### src/rtl/matmul_pkg.sv
// matmul_pkg: shared defaults, state encoding and helpers for the result path.
// The CHK state exists only when RESULT_CHECKSUM_EN is defined.
package matmul_pkg;

    localparam int ELEM_W_DEF  = 16;
    localparam int MAX_DIM_DEF = 3;

    typedef enum logic [2:0] {
        S_IDLE,
        S_ISSUE,
        S_WAIT_ACK,
        S_WAIT_DONE,
`ifdef RESULT_CHECKSUM_EN
        S_CHK,
`endif
        S_FIN
    } state_t;

    function automatic int byte_count(
        input int n,
        input int elem_w
    );
        return n * n * elem_w / 8;
    endfunction

endpackage

### src/rtl/result_serializer_if.sv
// result_serializer_if: load/result capture side plus the uart_tx byte handshake.
// slave = serializer, master = producer/uart side.
interface result_serializer_if
    import matmul_pkg::*;
#(
    parameter int ELEM_W  = ELEM_W_DEF,
    parameter int MAX_DIM = MAX_DIM_DEF
);
    logic                              load;
    logic [ELEM_W*MAX_DIM*MAX_DIM-1:0] result;
    logic [3:0]                        matrix_size;
    logic                              tx_busy;
    logic                              tx_start;
    logic [7:0]                        tx_data;
    logic                              busy;
    logic                              done;
    logic                              err;

    modport master (
        output load, result, matrix_size, tx_busy,
        input  tx_start, tx_data, busy, done, err
    );

    modport slave (
        input  load, result, matrix_size, tx_busy,
        output tx_start, tx_data, busy, done, err
    );
endinterface

### src/rtl/result_byte_mux.sv
// result_byte_mux: selects byte b (0 = MSB) of element r*MAX_DIM+c from
// the captured result matrix.
module result_byte_mux
    import matmul_pkg::*;
#(
    parameter int ELEM_W  = ELEM_W_DEF,
    parameter int MAX_DIM = MAX_DIM_DEF
) (
    input  logic [ELEM_W*MAX_DIM*MAX_DIM-1:0] shadow,
    input  logic [3:0]                        r,
    input  logic [3:0]                        c,
    input  logic [3:0]                        b,
    output logic [7:0]                        data
);
    localparam int NB = ELEM_W / 8;

    logic [ELEM_W-1:0] elem;

    always_comb begin
        elem = '0;
        for (int k = 0; k < MAX_DIM * MAX_DIM; k++)
            if (int'(r) * MAX_DIM + int'(c) == k)
                elem = shadow[k*ELEM_W +: ELEM_W];
    end

    always_comb begin
        data = '0;
        for (int i = 0; i < NB; i++)
            if (int'(b) == NB - 1 - i)
                data = elem[i*8 +: 8];
    end
endmodule

### src/rtl/result_serializer.sv
// result_serializer: captures the result matrix on load and streams the active
// n x n elements MSB-first to uart_tx. RESULT_CHECKSUM_EN appends an XOR byte.
module result_serializer
    import matmul_pkg::*;
#(
    parameter int ELEM_W      = ELEM_W_DEF,
    parameter int MAX_DIM     = MAX_DIM_DEF,
    parameter int ACK_TIMEOUT = 15
) (
    input logic                bclk,
    input logic                rst,
    result_serializer_if.slave bus
);
    localparam int         RES_W    = ELEM_W * MAX_DIM * MAX_DIM;
    localparam logic [3:0] LAST_B   = 4'(ELEM_W / 8 - 1);
    localparam logic [3:0] DIM      = 4'(MAX_DIM);
    localparam logic [7:0] TMO_LAST = 8'(ACK_TIMEOUT - 1);

    state_t           state, nstate;
    logic [RES_W-1:0] shadow;
    logic [3:0]       n, n_in, r, c, b;
    logic [7:0]       tmo;
    logic             retry, tx_start_q, err_q, in_chk;
    logic [7:0]       tx_data_q, mux_byte, issue_byte;
    logic             take, issue, adv, tmo_hit, last, err_d;

    result_byte_mux #(
        .ELEM_W  (ELEM_W),
        .MAX_DIM (MAX_DIM)
    ) u_mux (
        .shadow (shadow),
        .r      (r),
        .c      (c),
        .b      (b),
        .data   (mux_byte)
    );

`ifdef RESULT_CHECKSUM_EN
    logic [7:0] xsum;
    assign issue_byte = in_chk ? xsum : mux_byte;
`else
    assign in_chk     = 1'b0;
    assign issue_byte = mux_byte;
`endif

    assign n_in = (bus.matrix_size > DIM) ? DIM : bus.matrix_size;
    assign last = (b == LAST_B) && (c == n - 4'd1)
               && (r == n - 4'd1);
    assign err_d = tmo_hit || (bus.load && state != S_IDLE);

    always_comb begin
        nstate  = state;
        take    = 1'b0;
        issue   = 1'b0;
        adv     = 1'b0;
        tmo_hit = 1'b0;
        unique case (state)
            S_IDLE: if (bus.load) begin
                take   = 1'b1;
                nstate = (n_in == 4'd0) ? S_FIN : S_ISSUE;
            end
            S_ISSUE: if (!bus.tx_busy) begin
                issue  = 1'b1;
                nstate = S_WAIT_ACK;
            end
            S_WAIT_ACK: if (bus.tx_busy) begin
                nstate = S_WAIT_DONE;
            end else if (tmo == TMO_LAST) begin
                tmo_hit = 1'b1;
                if (retry)
                    nstate = S_IDLE;
`ifdef RESULT_CHECKSUM_EN
                else if (in_chk)
                    nstate = S_CHK;
`endif
                else
                    nstate = S_ISSUE;
            end
            S_WAIT_DONE: if (!bus.tx_busy) begin
                if (in_chk) begin
                    nstate = S_FIN;
                end else begin
                    adv = 1'b1;
`ifdef RESULT_CHECKSUM_EN
                    nstate = last ? S_CHK : S_ISSUE;
`else
                    nstate = last ? S_FIN : S_ISSUE;
`endif
                end
            end
`ifdef RESULT_CHECKSUM_EN
            S_CHK: if (!bus.tx_busy) begin
                issue  = 1'b1;
                nstate = S_WAIT_ACK;
            end
`endif
            S_FIN: nstate = S_IDLE;
            default: nstate = S_IDLE;
        endcase
    end

    always_ff @(posedge bclk or posedge rst) begin
        if (rst) begin
            state      <= S_IDLE;
            shadow     <= '0;
            n          <= '0;
            r          <= '0;
            c          <= '0;
            b          <= '0;
            tmo        <= '0;
            retry      <= 1'b0;
            tx_start_q <= 1'b0;
            tx_data_q  <= '0;
            err_q      <= 1'b0;
        end else begin
            state      <= nstate;
            tx_start_q <= issue;
            err_q      <= err_d;
            if (take) begin
                shadow <= bus.result;
                n      <= n_in;
                r      <= '0;
                c      <= '0;
                b      <= '0;
                retry  <= 1'b0;
            end
            if (issue) begin
                tx_data_q <= issue_byte;
                tmo       <= '0;
            end
            if (state == S_WAIT_ACK) begin
                if (bus.tx_busy)
                    retry <= 1'b0;
                else if (tmo_hit)
                    retry <= 1'b1;
                else
                    tmo <= tmo + 8'd1;
            end
            // row-major walk: byte, then column, then row
            if (adv) begin
                if (b == LAST_B) begin
                    b <= '0;
                    if (c == n - 4'd1) begin
                        c <= '0;
                        r <= r + 4'd1;
                    end else begin
                        c <= c + 4'd1;
                    end
                end else begin
                    b <= b + 4'd1;
                end
            end
        end
    end

`ifdef RESULT_CHECKSUM_EN
    always_ff @(posedge bclk or posedge rst) begin
        if (rst) begin
            xsum   <= '0;
            in_chk <= 1'b0;
        end else if (take) begin
            xsum   <= '0;
            in_chk <= 1'b0;
        end else if (adv) begin
            xsum <= xsum ^ tx_data_q;
            if (last)
                in_chk <= 1'b1;
        end
    end
`endif

    assign bus.tx_start = tx_start_q;
    assign bus.tx_data  = tx_data_q;
    assign bus.busy     = !(state == S_IDLE || state == S_FIN);
    assign bus.done     = (state == S_FIN);
    assign bus.err      = err_q;
endmodule

### src/flat_wrapper.sv
// flat-port wrapper written by rule: the top's interface ports become plain ports
module result_serializer_flat import matmul_pkg::*;
#(
    parameter int ELEM_W      = ELEM_W_DEF,
    parameter int MAX_DIM     = MAX_DIM_DEF,
    parameter int ACK_TIMEOUT = 15
)
  (bclk, rst, bus_load, bus_result, bus_matrix_size, bus_tx_busy, bus_tx_start, bus_tx_data, bus_busy, bus_done, bus_err);
  result_serializer_if #(.ELEM_W(ELEM_W), .MAX_DIM(MAX_DIM)) bus_i ();
  input logic bclk;
  input logic rst;
  input wire logic [$bits(bus_i.load)-1:0] bus_load;
  input wire logic [$bits(bus_i.result)-1:0] bus_result;
  input wire logic [$bits(bus_i.matrix_size)-1:0] bus_matrix_size;
  input wire logic [$bits(bus_i.tx_busy)-1:0] bus_tx_busy;
  output wire logic [$bits(bus_i.tx_start)-1:0] bus_tx_start;
  output wire logic [$bits(bus_i.tx_data)-1:0] bus_tx_data;
  output wire logic [$bits(bus_i.busy)-1:0] bus_busy;
  output wire logic [$bits(bus_i.done)-1:0] bus_done;
  output wire logic [$bits(bus_i.err)-1:0] bus_err;
  assign bus_i.load = bus_load;
  assign bus_i.result = bus_result;
  assign bus_i.matrix_size = bus_matrix_size;
  assign bus_i.tx_busy = bus_tx_busy;
  assign bus_tx_start = bus_i.tx_start;
  assign bus_tx_data = bus_i.tx_data;
  assign bus_busy = bus_i.busy;
  assign bus_done = bus_i.done;
  assign bus_err = bus_i.err;
  result_serializer #(.ELEM_W(ELEM_W), .MAX_DIM(MAX_DIM), .ACK_TIMEOUT(ACK_TIMEOUT)) u_core (.bclk(bclk), .rst(rst), .bus(bus_i));
endmodule
### config.mk
export PLATFORM = sky130hd
export DESIGN_NAME = result_serializer_flat
export DESIGN_NICKNAME = d
export VERILOG_FILES = /design/src/rtl/matmul_pkg.sv /design/src/rtl/result_serializer_if.sv /design/src/rtl/result_byte_mux.sv /design/src/rtl/result_serializer.sv /design/src/flat_wrapper.sv
export SDC_FILE = /design/constraint.sdc
export NUM_CORES = 1
export LEC_CHECK = 0
export CORE_MARGIN = 2
export CORE_UTILIZATION = 65
export CTS_BUF_LIST = sky130_fd_sc_hd__clkbuf_8
export DETAILED_ROUTE_END_ITERATION = 7
export DONT_BUFFER_PORTS = 1
export GPL_TIMING_DRIVEN = 0
export PLACE_DENSITY = 0.81
export SLEW_MARGIN = 25
export SYNTH_ARGS = -nofsm -noshare
export SYNTH_HDL_FRONTEND = slang
export SYNTH_SLANG_ARGS = --single-unit
### constraint.sdc
create_clock -name bclk -period 6.3 [get_ports bclk]
set_input_delay 0 -clock bclk [delete_from_list [all_inputs] [get_ports bclk]]
set_output_delay 0 -clock bclk [all_outputs]
set_load 0.1 [all_outputs]
==> key figures <==
Run status
  – Outcome: finished clean

Logic synthesis
  – #FFs+latches synth: 182
  – EDFF count, synth: 0
  – Number of distinct library cells after synthesis: 71
  – Cells after Synth: 1045
  – Mapped Area: 9120 sq um
  – Synth warn: 0
  – Seq/Total Area, Yosys: 49.9%
  – Syn_nets: 1212
  – Ys async rst share: 100%
  – Synth Flop Type: dfrtp_1
  – Avg Inst Size Synth: 8.73 sq um

Worst setup path
  – CP Cell Sequence: inv_1 > fa_1 > inv_1 > ha_1 > fa_1 > buf_4 > nor2b_1 > buf_2 > a22o_1 > a21oi_1 > a2111oi_0 > a211oi_1 > a21oi_1
  – Critical path required time: 6700 ps
  – FF-to-FF path depth: 13
  – RR Startpoint: u_core.r[0]
  – Data arrival time of the worst path: 4140 ps
  – Critical path peak fanout: 10
  – CP peak stage delay: 570 ps
  – R2R setup slack: 2560 ps
  – Crit path launch type: register
  – Crit. End Element: register
  – Worst Setup Path Type: register to register
  – Crit-path slowest cell: a2111oi_0
  – Reg-to-reg endpoint: u_core.bus.tx_data[6]

Clocking
  – Worst skew pair latency: 490 ps
  – Htree depth: 4
  – Worst-path clk slew: 100 ps
  – Root buf cell: clkbuf_8
  – CTS Buf Count: 17
  – Clock tree buffer depth: 2
  – CTS tree: yes
  – Sink Count: 182
  – CTS resizes: 0
  – Hold_buf cts: 154
  – Setup bufs post-CTS: 0

STA
  – Max-slew headroom: 29.8%
  – Final setup vio count: 0
  – Setup TNS: 0 ps
  – Hold_ws: 26.3 ps
  – Worst clock skew: 19.6 ps
  – Unrepaired setup endpoints after global routing: no
  – Tmin final: 3740 ps
  – Actual slew at the worst max-slew pin: 1050 ps
  – Max Slew Vio Count: 0
  – Count of final hold-check violations: 0
  – Final Cycle Share: 59.3%
  – Highest clock rate: 0.268 GHz

Global route
  – Total GRT Usage: 42.7%
  – First-pass GRT wire length: 46.9 mm
  – Initial antenna violation count: 1
  – Largest net degree at the start of global routing: 75
  – Vias in the first global route: 8785
  – Grt total ovfl: 0

Flow run
  – Max cap viols: 0

Cells and area
  – Fill cells: 774
  – Seq. cell area: 4550 sq um
  – Most frequent cells in the layout: nand2_1 (462), dfrtp_1 (182), dlygate4sd3_1 (154)
  – Synth-to-Final Area Change: 25.4%
  – Share of layout cells above drive strength 1: 8.53%
  – Most common cell after layout, fill and taps aside: nand2_1
  – Util after Layout: 83.1%
  – Final #Nets: 1387
  – Area of the multi-input gates: 4180 sq um
  – Post-route cell area: 11400 sq um

Routing
  – Via count: 8716
  – Vias/cell: 6.17
  – Drt first-iter violations: 1139
  – Post-DRT Antenna Nets: 0
  – WL/cell: 22.1 um
  – Detailed Routing Iterations Pass 1: 6
  – DRC viols: 0
  – Post-Route WL: 31.2 mm

Die
  – I/O pin count: 164
  – Starting Density: 66.2%
  – Die width: 122 um
  – Die Span Y: 122 um
  – Die Footprint: 15000 sq um
  – Std-Cell Core Area: 13800 sq um
  – Site Rows: 43

Placement
  – Area after DPL: 9410 sq um
  – Routability-driven placement congestion ratio: 0.990
  – IO buf count: 0
  – Detailed placement HPWL: 19.0 mm

Power and ir drop
  – Int Pwr: 0.00301 W
  – Final Power: 0.00543 W
  – Part of the power in registers: 41.1%
  – Gate power share: 41.0%
  – Switching Share: 44.7%
  – Max VDD drop: 0.340 mV
  – Share of total power in the clock network: 17.9%
  – Leak pwr: 5.59 nW
  – Sw Pwr: 0.00243 W
  – Pwr dens: 475 nW/um^2

Worst hold path
  – Hold Path Class: input pin to asynchronous set/reset pin
==> Yosys cell counts (8+ instances only) <==
cell type / n / area, sq um
clkbuf_1: 21 / 78.8
o21ai_0: 28 / 140
ha_1: 11 / 138
nand2_1: 462 / 1730
nor3_1: 8 / 40.0
a22o_1: 9 / 78.8
o221ai_1: 8 / 70.1
mux2_2: 12 / 135
inv_1: 25 / 93.8
nor2_1: 25 / 93.8
buf_2: 29 / 145
a21oi_1: 36 / 180
dfrtp_1: 182 / 4550
mux2i_1: 19 / 190
nand3_1: 23 / 115
==> flip-flops by register name (all words and copies together), names as in the netlist <==
name	flops
u_core.shadow	144
u_core.bus.tx_data	8
u_core.tmo	8
u_core.b	4
u_core.c	4
u_core.n	4
u_core.r	4
u_core.state	3
u_core.bus.err	1
u_core.bus.tx_start	1
u_core.retry	1
==> metrics by stage <==
| stage | setup slack (ps) | cells |
|---|---|---|
| 6_report | 2560 | 1412 |
| 5_1_grt | 2320 | 1412 |
| 4_1_cts | 2680 | 1411 |
| 3_5_place_dp | 2760 | 1227 |
| 3_3_place_gp | -466 | 1225 |
| 2_1_floorplan | 1360 | 1045 |
==> per-layer routing <==
metal	track usage, %	routed length [um]
met3	11.3	3120
met2	70.8	15000
met1	51.0	11200
met5	0	0
met4	22.7	1840
==> power groups by stage <==
stage / registers [W] / logic, W / clock network [W]
floorplan: 0.00206 / 0.00147 / 0
global placement: 0.00219 / 0.00193 / 0
detailed placement: 0.00220 / 0.00200 / 0
CTS: 0.00218 / 0.00210 / 0.000964
finish: 0.00223 / 0.00223 / 0.000974
global route: 0.00225 / 0.00239 / 0.00102
==> worst max-delay path: cells and delay by family (launching register included) <==
kind | cells | cell delay [ps]
buf+inv | 4 | 630
fa+ha+maj | 3 | 1240
flops | 1 | 470
compound gates | 5 | 1090
simple gates | 1 | 210
==> final cells by class <==
cell class / count / area share, %
clock inverters: 9 / 1.73
repair buffers: 156 / 14.0
well taps: 180 / 1.97
plain buffers: 59 / 2.61
flip-flops and latches: 182 / 39.8
multi-input cells: 779 / 36.5
diodes: 1 / 0.0219
clock buffers: 21 / 2.53
inverters: 25 / 0.886
==> kinds of logic after synthesis <==
family / synth area share, %
flip-flops: 49.9
adder cells (fa/ha/maj): 2.39
AO/OA/AOI/OAI: 10.6
multiplexers: 4.68
AND/OR/NAND/NOR: 26.3
XOR/XNOR: 1.76
buffers and inverters: 4.31
==> how the worst max path moves through the flow <==
stage	start	end
after floorplan	rst	u_core.b[0]
after global placement	rst	u_core.shadow[27]
after detailed placement	u_core.r[0]	u_core.bus.tx_data[6]
after CTS	u_core.r[0]	u_core.bus.tx_data[6]
after global routing	u_core.r[0]	u_core.bus.tx_data[6]
final	u_core.r[0]	u_core.bus.tx_data[6]
Power figures use the tool's default switching activity.
